<file path="src/rtl/mips_ctrl_pkg.sv">
// mips_ctrl_pkg: shared encodings for the multicycle MIPS controller.
// Holds the FSM state enum, opcode and funct field values, ALU control
// codes, and the ALU-B and next-PC mux select codes.
package mips_ctrl_pkg;

  typedef enum logic [3:0] {
    S_FETCH,
    S_DECODE,
    S_MEMADR,
    S_MEMRD,
    S_MEMWB,
    S_MEMWR,
    S_EXECUTE,
    S_ALUWB,
    S_BRANCH,
    S_ADDIEX,
    S_ADDIWB,
    S_JUMP
  } state_t;

  localparam logic [5:0] OP_RTYPE = 6'b000000;
  localparam logic [5:0] OP_LW    = 6'b100011;
  localparam logic [5:0] OP_SW    = 6'b101011;
  localparam logic [5:0] OP_BEQ   = 6'b000100;
  localparam logic [5:0] OP_ADDI  = 6'b001000;
  localparam logic [5:0] OP_J     = 6'b000010;

  localparam logic [5:0] FUNCT_ADD = 6'b100000;
  localparam logic [5:0] FUNCT_SUB = 6'b100010;
  localparam logic [5:0] FUNCT_AND = 6'b100100;
  localparam logic [5:0] FUNCT_OR  = 6'b100101;
  localparam logic [5:0] FUNCT_SLT = 6'b101010;

  localparam logic [2:0] ALU_ADD = 3'b010;
  localparam logic [2:0] ALU_SUB = 3'b110;
  localparam logic [2:0] ALU_AND = 3'b000;
  localparam logic [2:0] ALU_OR  = 3'b001;
  localparam logic [2:0] ALU_SLT = 3'b111;

  localparam logic [1:0] SRCB_REGB    = 2'b00;
  localparam logic [1:0] SRCB_FOUR    = 2'b01;
  localparam logic [1:0] SRCB_IMM     = 2'b10;
  localparam logic [1:0] SRCB_IMM_SH2 = 2'b11;

  localparam logic [1:0] PCSRC_ALU    = 2'b00;
  localparam logic [1:0] PCSRC_ALUOUT = 2'b01;
  localparam logic [1:0] PCSRC_JUMP   = 2'b10;

endpackage

</file>
<file path="src/rtl/mips_alu_decoder.sv">
// mips_alu_decoder: combinational R-type funct decode.
// Ports:
//   funct       in  6  R-type function field
//   alucontrol  out 3  ALU function code (ADD for unknown funct)
//   funct_valid out 1  funct is one of the supported R-type operations
module mips_alu_decoder
  import mips_ctrl_pkg::*;
(
  input  logic [5:0] funct,
  output logic [2:0] alucontrol,
  output logic       funct_valid
);

  always_comb begin
    alucontrol  = ALU_ADD;
    funct_valid = 1'b1;
    case (funct)
      FUNCT_ADD: alucontrol = ALU_ADD;
      FUNCT_SUB: alucontrol = ALU_SUB;
      FUNCT_AND: alucontrol = ALU_AND;
      FUNCT_OR:  alucontrol = ALU_OR;
      FUNCT_SLT: alucontrol = ALU_SLT;
      default:   funct_valid = 1'b0;
    endcase
  end

endmodule

</file>
<file path="src/rtl/mips_mc_controller.sv">
// mips_mc_controller: multicycle MIPS control FSM for lw, sw, R-type,
// beq, addi and j. Drives every datapath select / write enable and the
// ALU function code; stalls in FETCH, MEMRD and MEMWR until mem_ready.
// Ports:
//   clk, rst_n            clock, asynchronous active-low reset
//   op, funct             instruction fields (sampled in DECODE / EXECUTE)
//   zero                  ALU zero flag (branch decision)
//   mem_ready             memory completed the current access
//   iord..alucontrol      datapath controls (see select encodings in pkg)
//   illegal_op            one-cycle pulse for unsupported op or funct
module mips_mc_controller
  import mips_ctrl_pkg::*;
(
  input  logic       clk,
  input  logic       rst_n,
  input  logic [5:0] op,
  input  logic [5:0] funct,
  input  logic       zero,
  input  logic       mem_ready,
  output logic       iord,
  output logic       memwrite,
  output logic       irwrite,
  output logic       regdst,
  output logic       memtoreg,
  output logic       regwrite,
  output logic       alusrca,
  output logic [1:0] alusrcb,
  output logic [1:0] pcsrc,
  output logic       pcen,
  output logic [2:0] alucontrol,
  output logic       illegal_op
);

  state_t     state;
  state_t     state_next;
  logic [2:0] dec_alucontrol;
  logic       funct_valid;

  // Raw write enables before the reset gate.
  logic memwrite_raw, irwrite_raw, regwrite_raw, pcen_raw, illegal_raw;

  mips_alu_decoder u_alu_decoder (
    .funct       (funct),
    .alucontrol  (dec_alucontrol),
    .funct_valid (funct_valid)
  );

  always_ff @(posedge clk or negedge rst_n) begin
    if (!rst_n) state <= S_FETCH;
    else        state <= state_next;
  end

  always_comb begin
    state_next   = state;
    iord         = 1'b0;
    memwrite_raw = 1'b0;
    irwrite_raw  = 1'b0;
    regdst       = 1'b0;
    memtoreg     = 1'b0;
    regwrite_raw = 1'b0;
    alusrca      = 1'b0;
    alusrcb      = SRCB_REGB;
    pcsrc        = PCSRC_ALU;
    pcen_raw     = 1'b0;
    alucontrol   = ALU_ADD;
    illegal_raw  = 1'b0;
    case (state)
      S_FETCH: begin
        alusrcb     = SRCB_FOUR;
        irwrite_raw = mem_ready;
        pcen_raw    = mem_ready;
        if (mem_ready) state_next = S_DECODE;
      end
      S_DECODE: begin
        alusrcb = SRCB_IMM_SH2;
        case (op)
          OP_RTYPE:     state_next = S_EXECUTE;
          OP_LW, OP_SW: state_next = S_MEMADR;
          OP_BEQ:       state_next = S_BRANCH;
          OP_ADDI:      state_next = S_ADDIEX;
          OP_J:         state_next = S_JUMP;
          default: begin
            illegal_raw = 1'b1;
            state_next  = S_FETCH;
          end
        endcase
      end
      S_MEMADR: begin
        alusrca    = 1'b1;
        alusrcb    = SRCB_IMM;
        // DECODE only lets lw/sw reach here, so anything not lw is sw.
        state_next = (op == OP_LW) ? S_MEMRD : S_MEMWR;
      end
      S_MEMRD: begin
        iord = 1'b1;
        if (mem_ready) state_next = S_MEMWB;
      end
      S_MEMWB: begin
        memtoreg     = 1'b1;
        regwrite_raw = 1'b1;
        state_next   = S_FETCH;
      end
      S_MEMWR: begin
        iord         = 1'b1;
        memwrite_raw = 1'b1;
        if (mem_ready) state_next = S_FETCH;
      end
      S_EXECUTE: begin
        alusrca    = 1'b1;
        alucontrol = dec_alucontrol;
        if (funct_valid) begin
          state_next = S_ALUWB;
        end else begin
          illegal_raw = 1'b1;
          state_next  = S_FETCH;
        end
      end
      S_ALUWB: begin
        regdst       = 1'b1;
        regwrite_raw = 1'b1;
        state_next   = S_FETCH;
      end
      S_BRANCH: begin
        alusrca    = 1'b1;
        alucontrol = ALU_SUB;
        pcsrc      = PCSRC_ALUOUT;
        pcen_raw   = zero;
        state_next = S_FETCH;
      end
      S_ADDIEX: begin
        alusrca    = 1'b1;
        alusrcb    = SRCB_IMM;
        state_next = S_ADDIWB;
      end
      S_ADDIWB: begin
        regwrite_raw = 1'b1;
        state_next   = S_FETCH;
      end
      S_JUMP: begin
        pcsrc      = PCSRC_JUMP;
        pcen_raw   = 1'b1;
        state_next = S_FETCH;
      end
      default: state_next = S_FETCH;
    endcase
  end

  // The state is already FETCH during reset, but FETCH's enables follow
  // mem_ready, so every write enable is gated by rst_n as well.
  assign memwrite   = memwrite_raw & rst_n;
  assign irwrite    = irwrite_raw  & rst_n;
  assign regwrite   = regwrite_raw & rst_n;
  assign pcen       = pcen_raw     & rst_n;
  assign illegal_op = illegal_raw  & rst_n;

endmodule

</file>
<file path="config.mk">
export PLATFORM = sky130hd
export DESIGN_NAME = mips_mc_controller
export DESIGN_NICKNAME = d
export VERILOG_FILES = /design/src/rtl/mips_ctrl_pkg.sv /design/src/rtl/mips_alu_decoder.sv /design/src/rtl/mips_mc_controller.sv
export SDC_FILE = /design/constraint.sdc
export NUM_CORES = 1
export LEC_CHECK = 0
export ABC_AREA = 1
export CORE_MARGIN = 8
export CORE_UTILIZATION = 38
export DETAILED_ROUTE_END_ITERATION = 8
export GPL_ROUTABILITY_DRIVEN = 0
export GPL_TIMING_DRIVEN = 0
export PLACE_DENSITY_LB_ADDON = 0.15
export SETUP_SLACK_MARGIN = 0.15
export SLEW_MARGIN = 10
export SYNTH_ARGS = -nofsm -noshare
export SYNTH_HDL_FRONTEND = slang
export SYNTH_SLANG_ARGS = --single-unit
</file>
<file path="constraint.sdc">
create_clock -name clk -period 1.2 [get_ports clk]
set_input_delay 0.12 -clock clk [delete_from_list [all_inputs] [get_ports clk]]
set_output_delay 0.12 -clock clk [all_outputs]
set_load 0.005 [all_outputs]
</file>
=== Yosys cells after proc, flatten, opt, wreduce, memory -nomap -nowiden ===
Index checks and enable logic that the tools add are counted.

* Eq/ne operators: 24
* Muxes and demuxes: 23
* Bitwise gates (word level): 5
* Reduce and logical (&&, ||, !) cells: 10

{| class="wikitable"
|+ Operator list
! kind !! count
|-
| $eq 6x6->1 const B || 7
|-
| $pmux 4 s7 || 1
|-
| $pmux 4 s5 || 1
|-
| $eq 4x3->1 const B || 4
|-
| $eq 4x4->1 const B || 4
|-
| $mux 4 || 3
|-
| $pmux 3 s4 || 1
|-
| $mux 1 || 10
|-
| $eq 4x2->1 const B || 2
|-
| $eq 6x2->1 const B || 1
|-
| $eq 6x3->1 const B || 1
|-
| $eq 6x4->1 const B || 1
|-
| $logic_not 6->1 || 1
|-
| $mux 3 || 2
|-
| $ne 2x2->1 const B || 3
|-
| $pmux 2 s3 || 1
|-
| $pmux 3 s2 || 1
|-
| $reduce_or 2->1 || 3
|-
| $reduce_or 6->1 || 1
|-
| $and 1x1->1 || 5
|-
| $reduce_or 5->1 || 1
|-
| $eq 4x1->1 const B || 1
|-
| $logic_not 4->1 || 1
|-
| $pmux 2 s2 || 1
|-
| other kinds (5) || 5
|}

* Register bits: 4
* Bits of input ports: 16
* Output and inout bits: 16
* Logic and storage cells: 63

=== Depth between registers and ports, before layout ===
Gate-level depths: netlist of run 1.

* Word-level depth: 6
* Gate-level depth with buffers: 9
* Mapped depth without buffers: 9

=== By module ===
From an unflattened synthesis of run 1, not the netlist that was laid out.

* Cell total of the unflattened synthesis: 136
* Area, all modules: 688.2 um2

{| class="wikitable"
|+ Modules (own cells, without submodules)
! module !! times used !! cells each !! area each (um2) !! sequential area each (um2)
|-
| mips_mc_controller || 1 || 108 || 569.3 || 100.1
|-
| mips_alu_decoder || 1 || 28 || 118.9 || 0.0
|}

=== Worst setup path before layout of run 1 ===
Ideal clock, no wire load.

* Path kind: flip-flop to output port
* From: reg state[3]
* To: out illegal_op
* Arrival time: 0.984 ns
* Setup slack: 0.096 ns
* Cell stages (with the launch flop): 6
* Path buffers: 0
* Path through: dfrtp_1 nor2_2 inv_2 nor2_4 nand4_1 a21oi_1

* Word-level cells in the longest chain between the ends: 3
* Elaborated cells on any way between the ends: 4
* Those cells by class: 2 x eq/ne; 1 x mux; 1 x bitwise

{| class="wikitable"
|+ Ends and longest elaborated chain
! element !! line !! RTL
|-
| start, declared || mips_mc_controller.sv:34 || <nowiki>state_t state;</nowiki>
|-
| start signal, assigned || mips_mc_controller.sv:50 || <nowiki>else state <= state_next;</nowiki>
|-
| $eq 4x3->1 or $eq 4x1->1 (tied branches) || mips_mc_controller.sv:67 || <nowiki>case (state)</nowiki>
|-
| $pmux 1 s2 (*) || mips_mc_controller.sv:67 ||
|-
| $and 1x1->1 (*) || mips_mc_controller.sv:154 || <nowiki>assign illegal_op = illegal_raw & rst_n;</nowiki>
|-
| end, declared || mips_mc_controller.sv:31 || <nowiki>output logic illegal_op</nowiki>
|}

Mark *: on every way between the ends. The rest lies on a longest branch, timed or not.

=== Final worst setup path of run 1 ===
* From: reg state[2]
* To: out alucontrol[2]

* Word-level cells in the longest chain between the ends: 2
* Elaborated cells on any way between the ends: 3
* Those cells by class: 2 x eq/ne; 1 x mux

{| class="wikitable"
|+ Ends and longest elaborated chain
! element !! line !! RTL
|-
| $eq 4x4->1 or $eq 4x3->1 (tied branches) || mips_mc_controller.sv:67 ||
|-
| $pmux 3 s2 (*) || mips_mc_controller.sv:67 ||
|-
| end, declared || mips_mc_controller.sv:30 || <nowiki>output logic [2:0] alucontrol,</nowiki>
|}

Marks and branches as above.

==> flow_metrics.tcl, run 1 <==
set metrics [dict create \
    vias 999 \
    wl_met2_um 1370 \
    reg2reg_slack_ns -0.30 \
    hold_path_class "in2async" \
    post-route-drc-count 0 \
    syn2layout_area_growth_pct 99.2 \
    avgSynthCellArea_um2 4.97 \
    diodes 0 \
    path_clk_slew_ns 0.03 \
    crit_path_end_kind "output port" \
    grt_overflow_total 0 \
    io_buffers 31 \
    antenna_left 0 \
    dieArea_um2 3090 \
    regMostFlops "state" \
    setup_ws_ns -0.384 \
    power_mw 1.33 \
    clock.fmax_mhz 631 \
    vias_per_cell 5.34 \
    cts_buffer_depth 2 \
    yosysWarningCount 0 \
    largest_reg_flops 4 \
    place_area_um2 936 \
    cts_inserted_buffers 3 \
    grt_pass1_vias 908 \
    fin_crit_ns 1.58 \
    crit_family "buffers and inverters" \
    start_kind "flop" \
    fin_area_um2 1190 \
    synth_top_area_share_pct 19.5 \
    drive_above_1_share_pct 43.3 \
    crit_buf_inv 5 \
    crit_chain "inv_2 -> nor2_4 -> inv_4 -> nor2_4 -> buf_6 -> inv_4 -> o21ai_1 -> buf_2" \
    boundaryPins 32 \
    cts_tree "done" \
    relSlewSlack_pct 83.1 \
    met1Wirelength_um 1140 \
    cts.sinks 4 \
    first_iter_violations 38 \
    root_buffer "clkbuf_4" \
    setup_viol 19 \
    fin_setup_tns_ns -4.97 \
    chipHeight_um 55.6 \
    hold_buffers 0 \
    wirelength_um 2900 \
    worst_pin_slew_ns 0.253 \
    antenna_found_initial 0 \
    ys_types 17 \
    violations "negative setup slack" \
    clk_latency_ns 0.22 \
    drt_pass1_iterations 4 \
    slew_violations 0 \
    leakagePower_nw 0.659 \
    peakVddDrop_v 0.00124 \
    r2r-end "state[0]" \
    dp_slack_ns -0.701 \
    largestRegisters "state (4)" \
    cp_data_arrival_time_ns 1.46 \
    core-area_um2 1490 \
    nets 189 \
    synth_area_leaders "nor2_1, nand2_1, dfrtp_1, inv_1, nand3_1" \
    hold_viol 0 \
    skew_ns 0.00227 \
    ys_seq_area_share_pct 16.8 \
    rows 14 \
    grt_pass1_wl_um 4150 \
    critPathMaxFanout 4 \
    final_cells 187 \
    fp.dieW_um 55.6 \
    outcome "complete, but fails checks" \
    slowest_delay_ns 0.40 \
    reg2reg_depth 12 \
    dpl.cell_count 167 \
    synth_largest_area_cell "nor2_1" \
    cts_htree_levels 1 \
    power_density_nw_per_um2 1120 \
    synth_nets 136 \
    initial_core_util_pct 40.1 \
    hold_ws_ns 0.131 \
    wl_per_cell_um 15.5 \
    dpl.hpwl_um 1640 \
    fin_crit_sh_pct 132 \
    maxCapViolCount 0 \
    rsz0062_at_grt "true" \
    grt_max_degree 7 \
    mostFrequentLayoutCells "nor2_1, nand2_1, inv_1, clkdlybuf4s50_1, buf_2" \
    cp_slowest_cell "dfrtp_1" \
    grt_usage_pct 15.7 \
    r2r-start "state[2]" \
    path_class "reg2out" \
    syn_area_um2 597 \
    final_common_cell "nor2_1" \
    route.met3.wl_um 268 \
    fin_util_pct 79.8 \
    required_ns 1.08 \
    synth_seq_cells 4 \
    topRoutingLayerUsed "met4" \
    syn-instance-count 120 \
]
==> worst max path at each step <==
stage	start	end	slack, ns	cells past startpoint
finish	state[2]	alucontrol[2]	-0.38	8
global route	state[2]	illegal_op	-0.46	7
CTS	state[3]	illegal_op	-0.40	7
detailed placement	op[5]	illegal_op	-0.70	8
global placement	op[5]	illegal_op	-0.68	8
floorplan	state[2]	illegal_op	0.12	6
==> kinds of logic (layout without fill, tap and decap cells) <==
logic type      Yosys count  after routing  synth area share [%]
simple gates             77             77                  55.3
buf+inv                  27             78                  17.0
compound gates           12             12                  10.9
flops                     4              4                  16.8
==> per-layer routing <==
metal	up-vias	track usage, %
met3	13	4.11
li1	477	-
met5	-	0
met4	0	6.69
met2	63	27.1
met1	446	17.5
==> timing repair <==
action / in CTS / in global routing
endpoints found under the setup margin: 20 / 20
pin swaps: 16 / 8
resized for setup: 96 / 21
setup buffers: 11 / 6
==> area by class of cell <==
type | instances | area (um^2)
Multi-Input combinational cell | 89 | 514
Timing Repair Buffer | 48 | 418
Fill cell | 97 | 300
Inverter | 27 | 111
Sequential cell | 4 | 103
Clock buffer | 3 | 22.5
Tap cell | 16 | 20.0
==> Yosys cell counts (all sizes together) <==
cell	number
nand4	4
o21bai	1
o22ai	1
nor2	34
dfrtp	4
a21oi	2
a31oi	1
o21ai	7
nand3	10
nand2	28
inv	27
nand3b	1
==> report_power, final <==
part           total, mW  switching [mW]  internal (mW)
registers          0.232          0.0600          0.172
clock network      0.153          0.0421          0.111
logic              0.946           0.525          0.420
total               1.33           0.628          0.703
Power figures use the tool's default switching activity.
==> run 2: changes to the inputs <==
--- a/config.mk
+++ b/config.mk
@@ -7,13 +7,15 @@
 export LEC_CHECK = 0
 export ABC_AREA = 1
 export CORE_MARGIN = 8
-export CORE_UTILIZATION = 38
+export CORE_UTILIZATION = 42
+export CTS_BUF_LIST = sky130_fd_sc_hd__clkbuf_2 sky130_fd_sc_hd__clkbuf_4 sky130_fd_sc_hd__clkbuf_8
 export DETAILED_ROUTE_END_ITERATION = 8
 export GPL_ROUTABILITY_DRIVEN = 0
 export GPL_TIMING_DRIVEN = 0
 export PLACE_DENSITY_LB_ADDON = 0.15
-export SETUP_SLACK_MARGIN = 0.15
+export SETUP_SLACK_MARGIN = 0.3
 export SLEW_MARGIN = 10
 export SYNTH_ARGS = -nofsm -noshare
 export SYNTH_HDL_FRONTEND = slang
+export SYNTH_HIERARCHICAL = 1
 export SYNTH_SLANG_ARGS = --single-unit
==> run 2 against run 1 <==
  * The run now fails in global routing (5_1_grt)
  * Synthesized cell count rose by 13%
  * Synthesized area is 15% higher
==> flow_metrics.tcl, run 2 <==
set metrics [dict create \
    rows 14 \
    grt_max_degree 7 \
    outcome "aborted with a tool error" \
    yosysMostFrequentCell "nand2_1" \
    ys_seq_area_share_pct 14.5 \
    synth_top_area_share_pct 18.5 \
    cts_buffer_depth 2 \
    synth-edff-count 0 \
    cts.sinks 4 \
    synth_seq_cells 4 \
    crit_endpoint "illegal_op" \
    root_buffer "clkbuf_4" \
    yosysWarningCount 6 \
    io_buffers 31 \
    synth_nets 152 \
    synth_area_leaders "nand2_1, dfrtp_1, nand3_1, nor2_1, inv_1" \
    initial_core_util_pct 45.2 \
    synth_common_cells "nand2_1, nor2_1, inv_1" \
    ys_types 18 \
    avgSynthCellArea_um2 5.06 \
    boundaryPins 32 \
    ys.flop_type "dfrtp_1" \
    firstError "[ERROR DPL-0038] Utilization greater than 100%, impossible to legalize" \
    stop_stage "global routing (5_1_grt)" \
    syn-instance-count 136 \
    synth_largest_area_cell "nand2_1" \
    syn_area_um2 688 \
    endpoint_type "top-level output" \
    cts_inserted_buffers 3 \
    dpl.hpwl_um 1730 \
    chipHeight_um 56.5 \
    hold_buffers 0 \
    async_flop_share_pct 100 \
    fp.dieW_um 56.5 \
    dp_slack_ns -0.763 \
    cts_htree_levels 1 \
]
[run 2: timing repair]
item	in CTS
pin swaps	27
endpoints found under the hold margin	0
resized for setup	95
setup buffers	22
endpoints found under the setup margin	20
[run 2: kinds of logic after synthesis]
family / count (synthesis) / synth area share [%]
buffers and inverters: 29 / 15.8
flip-flops: 4 / 14.5
AND/OR/NAND/NOR: 97 / 64.9
AO/OA/AOI/OAI: 6 / 4.73
[run 2: metrics by stage]
stage / std cells / TNS [ns] / instance area [um^2]
detailed placement: 183 / -7.42 / 1030
global placement: 183 / -6.83 / 1030
floorplan: 136 / 0 / 698
CTS: 208 / -3.80 / 1300
==> run 3: changes to the inputs <==
--- a/config.mk
+++ b/config.mk
@@ -6,14 +6,12 @@
 export NUM_CORES = 1
 export LEC_CHECK = 0
 export ABC_AREA = 1
-export CORE_MARGIN = 8
-export CORE_UTILIZATION = 42
-export CTS_BUF_LIST = sky130_fd_sc_hd__clkbuf_2 sky130_fd_sc_hd__clkbuf_4 sky130_fd_sc_hd__clkbuf_8
+export CORE_AREA = 8 8 69 71
 export DETAILED_ROUTE_END_ITERATION = 8
+export DIE_AREA = 0 0 77 79
 export GPL_ROUTABILITY_DRIVEN = 0
 export GPL_TIMING_DRIVEN = 0
 export PLACE_DENSITY_LB_ADDON = 0.15
-export SETUP_SLACK_MARGIN = 0.3
 export SLEW_MARGIN = 10
 export SYNTH_ARGS = -nofsm -noshare
 export SYNTH_HDL_FRONTEND = slang
==> run 3 against run 2 <==
  * The flow now finishes, with violations (negative setup slack)
  * Synthesized area did not move
  * Synthesized cell count did not move
==> flow_metrics.tcl, run 3 <==
set metrics [dict create \
    setup_viol 18 \
    largest_reg_flops 4 \
    synth_top_area_share_pct 18.5 \
    hold_viol 0 \
    dp_slack_ns -0.768 \
    fin_crit_sh_pct 128 \
    regMostFlops "state" \
    first_iter_violations 50 \
    hold_path_class "in2async" \
    violations "negative setup slack" \
    synth-edff-count 0 \
    drt_pass1_iterations 4 \
    post-route-drc-count 0 \
    synth_largest_area_cell "nand2_1" \
    synth_seq_cells 4 \
    vias 1058 \
    syn-instance-count 136 \
    rsz0062_at_grt "true" \
    yosysWarningCount 6 \
    cp_slowest_cell "dfrtp_2" \
    skew_ns 0.00616 \
    wirelength_um 2930 \
    io_buffers 31 \
    ys.flop_type "dfrtp_1" \
    hold_ws_ns 0.450 \
    antenna_left 0 \
    cp_data_arrival_time_ns 1.42 \
    vias_per_cell 4.23 \
    fin_util_pct 40.5 \
    synth_nets 152 \
    outcome "complete, but fails checks" \
    core-area_um2 3800 \
    fin_area_um2 1540 \
    syn2layout_area_growth_pct 123 \
    nets 218 \
    slew_violations 0 \
    worst_pin_slew_ns 0.216 \
    drive_above_1_share_pct 56.5 \
    yosysMostFrequentCell "nand2_1" \
    path_class "reg2out" \
    cts_inserted_buffers 3 \
    wl_per_cell_um 11.7 \
    path_clk_slew_ns 0.03 \
    antenna_found_initial 0 \
    grt_max_degree 6 \
    crit_family "flip-flops" \
    power_density_nw_per_um2 1310 \
    maxCapViolCount 0 \
    syn_area_um2 688 \
    slowest_delay_ns 0.43 \
    crit_path_end_kind "output port" \
    largestRegisters "state (4)" \
    synth_area_leaders "nand2_1, dfrtp_1, nand3_1, nor2_1, inv_1" \
    synth_common_cells "nand2_1, nor2_1, inv_1" \
    cts_buffer_depth 2 \
    fp.dieW_um 77 \
    required_ns 1.08 \
    crit_buf_inv 3 \
    fillers 401 \
    grt_pass1_vias 1113 \
    clock.fmax_mhz 651 \
    cts_tree "done" \
    root_buffer "clkbuf_8" \
    dpl.hpwl_um 1840 \
    start_kind "flop" \
    clk_latency_ns 0.22 \
    grt_pass1_wl_um 4550 \
    relSlewSlack_pct 85.6 \
    avgSynthCellArea_um2 5.06 \
    diodes 0 \
    ys_seq_area_share_pct 14.5 \
    cts.sinks 4 \
    setup_ws_ns -0.336 \
    critPathMaxFanout 4 \
    async_flop_share_pct 100 \
    fin_crit_ns 1.54 \
    chipHeight_um 79 \
    grt_overflow_total 0 \
    boundaryPins 32 \
    dieArea_um2 6080 \
    final_common_cell "nand2_1" \
    initial_core_util_pct 18.1 \
    cts_htree_levels 1 \
    peakVddDrop_v 0.000590 \
    crit_chain "buf_12 -> nor2_4 -> buf_6 -> nand3_4 -> a31oi_2 -> buf_2" \
    leakagePower_nw 0.858 \
    power_mw 2.01 \
    mostFrequentLayoutCells "nand2_1, buf_4, nor2_1, inv_1, buf_6" \
    ys_types 18 \
    rows 23 \
    grt_usage_pct 9.00 \
    place_area_um2 1060 \
]
-- run 3: cell counts after synthesis --
Identical to the previous run, type by type.
-- run 3: worst register-to-register path, stage by stage (launching register included) --
cell and delay [ns]:
dfrtp_2 0.43, buf_12 0.15, buf_6 0.12, nand2_4 0.09
inv_4 0.05, buf_6 0.12, nand2_4 0.08, buf_6 0.10
nand2_2 0.04, inv_2 0.04, nand3_2 0.05, nand2_2 0.05
nand2_1 0.04
-- run 3: kinds of logic after synthesis --
family | after synthesis | share of synthesized area [%]
simple gates | 97 | 64.9
buf+inv | 29 | 15.8
compound gates | 6 | 4.73
flops | 4 | 14.5
-- run 3: what timing repair did --
item                                    4_1_cts  5_1_grt
setup buffers                                22        7
endpoints found under the setup margin       19       19
cloned                                        0        0
pin swaps                                    31       15
resized for setup                           125       26
hold buffers                                  1        0
endpoints found under the hold margin         4        0
-- run 3: metrics by stage --
step | instances | TNS, ns
3_3_place_gp | 217 | -7.66
4_1_cts | 243 | -3.37
5_1_grt | 250 | -5.06
2_1_floorplan | 136 | 0
6_report | 250 | -4.04
3_5_place_dp | 217 | -7.74
-- run 3: final cells by class --
class                           count  area, um^2  area share [%]
Multi-Input combinational cell    103         692            45.0
Clock buffer                        3        41.3            2.69
Sequential cell                     4         105            6.83
Inverter                           29         119            7.73
Timing Repair Buffer               61         518            33.7
Tap cell                           50        62.6            4.07
-- run 3: final timing paths --
path / from / end / slack (ns) / depth (start not counted)
setup / recovery: state[0] / pcen / -0.34 / 6
setup reg to reg: state[0] / state[2] / -0.26 / 12
max in group asynchronous: rst_n / state[0] / 0.54 / 2
min in group clk: op[5] / state[2] / 0.55 / 6
hold reg to reg: state[2] / state[2] / 0.71 / 3
hold / removal: rst_n / state[3] / 0.45 / 2
-- run 3: metal layers --
layer,GRT usage [%],vias up,part of all wire [%]
met2,16.5,31,53
met1,8.67,472,40
li1,-,547,-
met5,0,-,0
met3,2.93,8,4.5
met4,5.47,0,2.5
-- run 3: where the power goes --
group | switching, mW | internal [mW] | total (mW)
sequential | 0.0647 | 0.179 | 0.243
clock | 0.0718 | 0.214 | 0.286
combinational | 0.760 | 0.725 | 1.49
total | 0.897 | 1.12 | 2.01
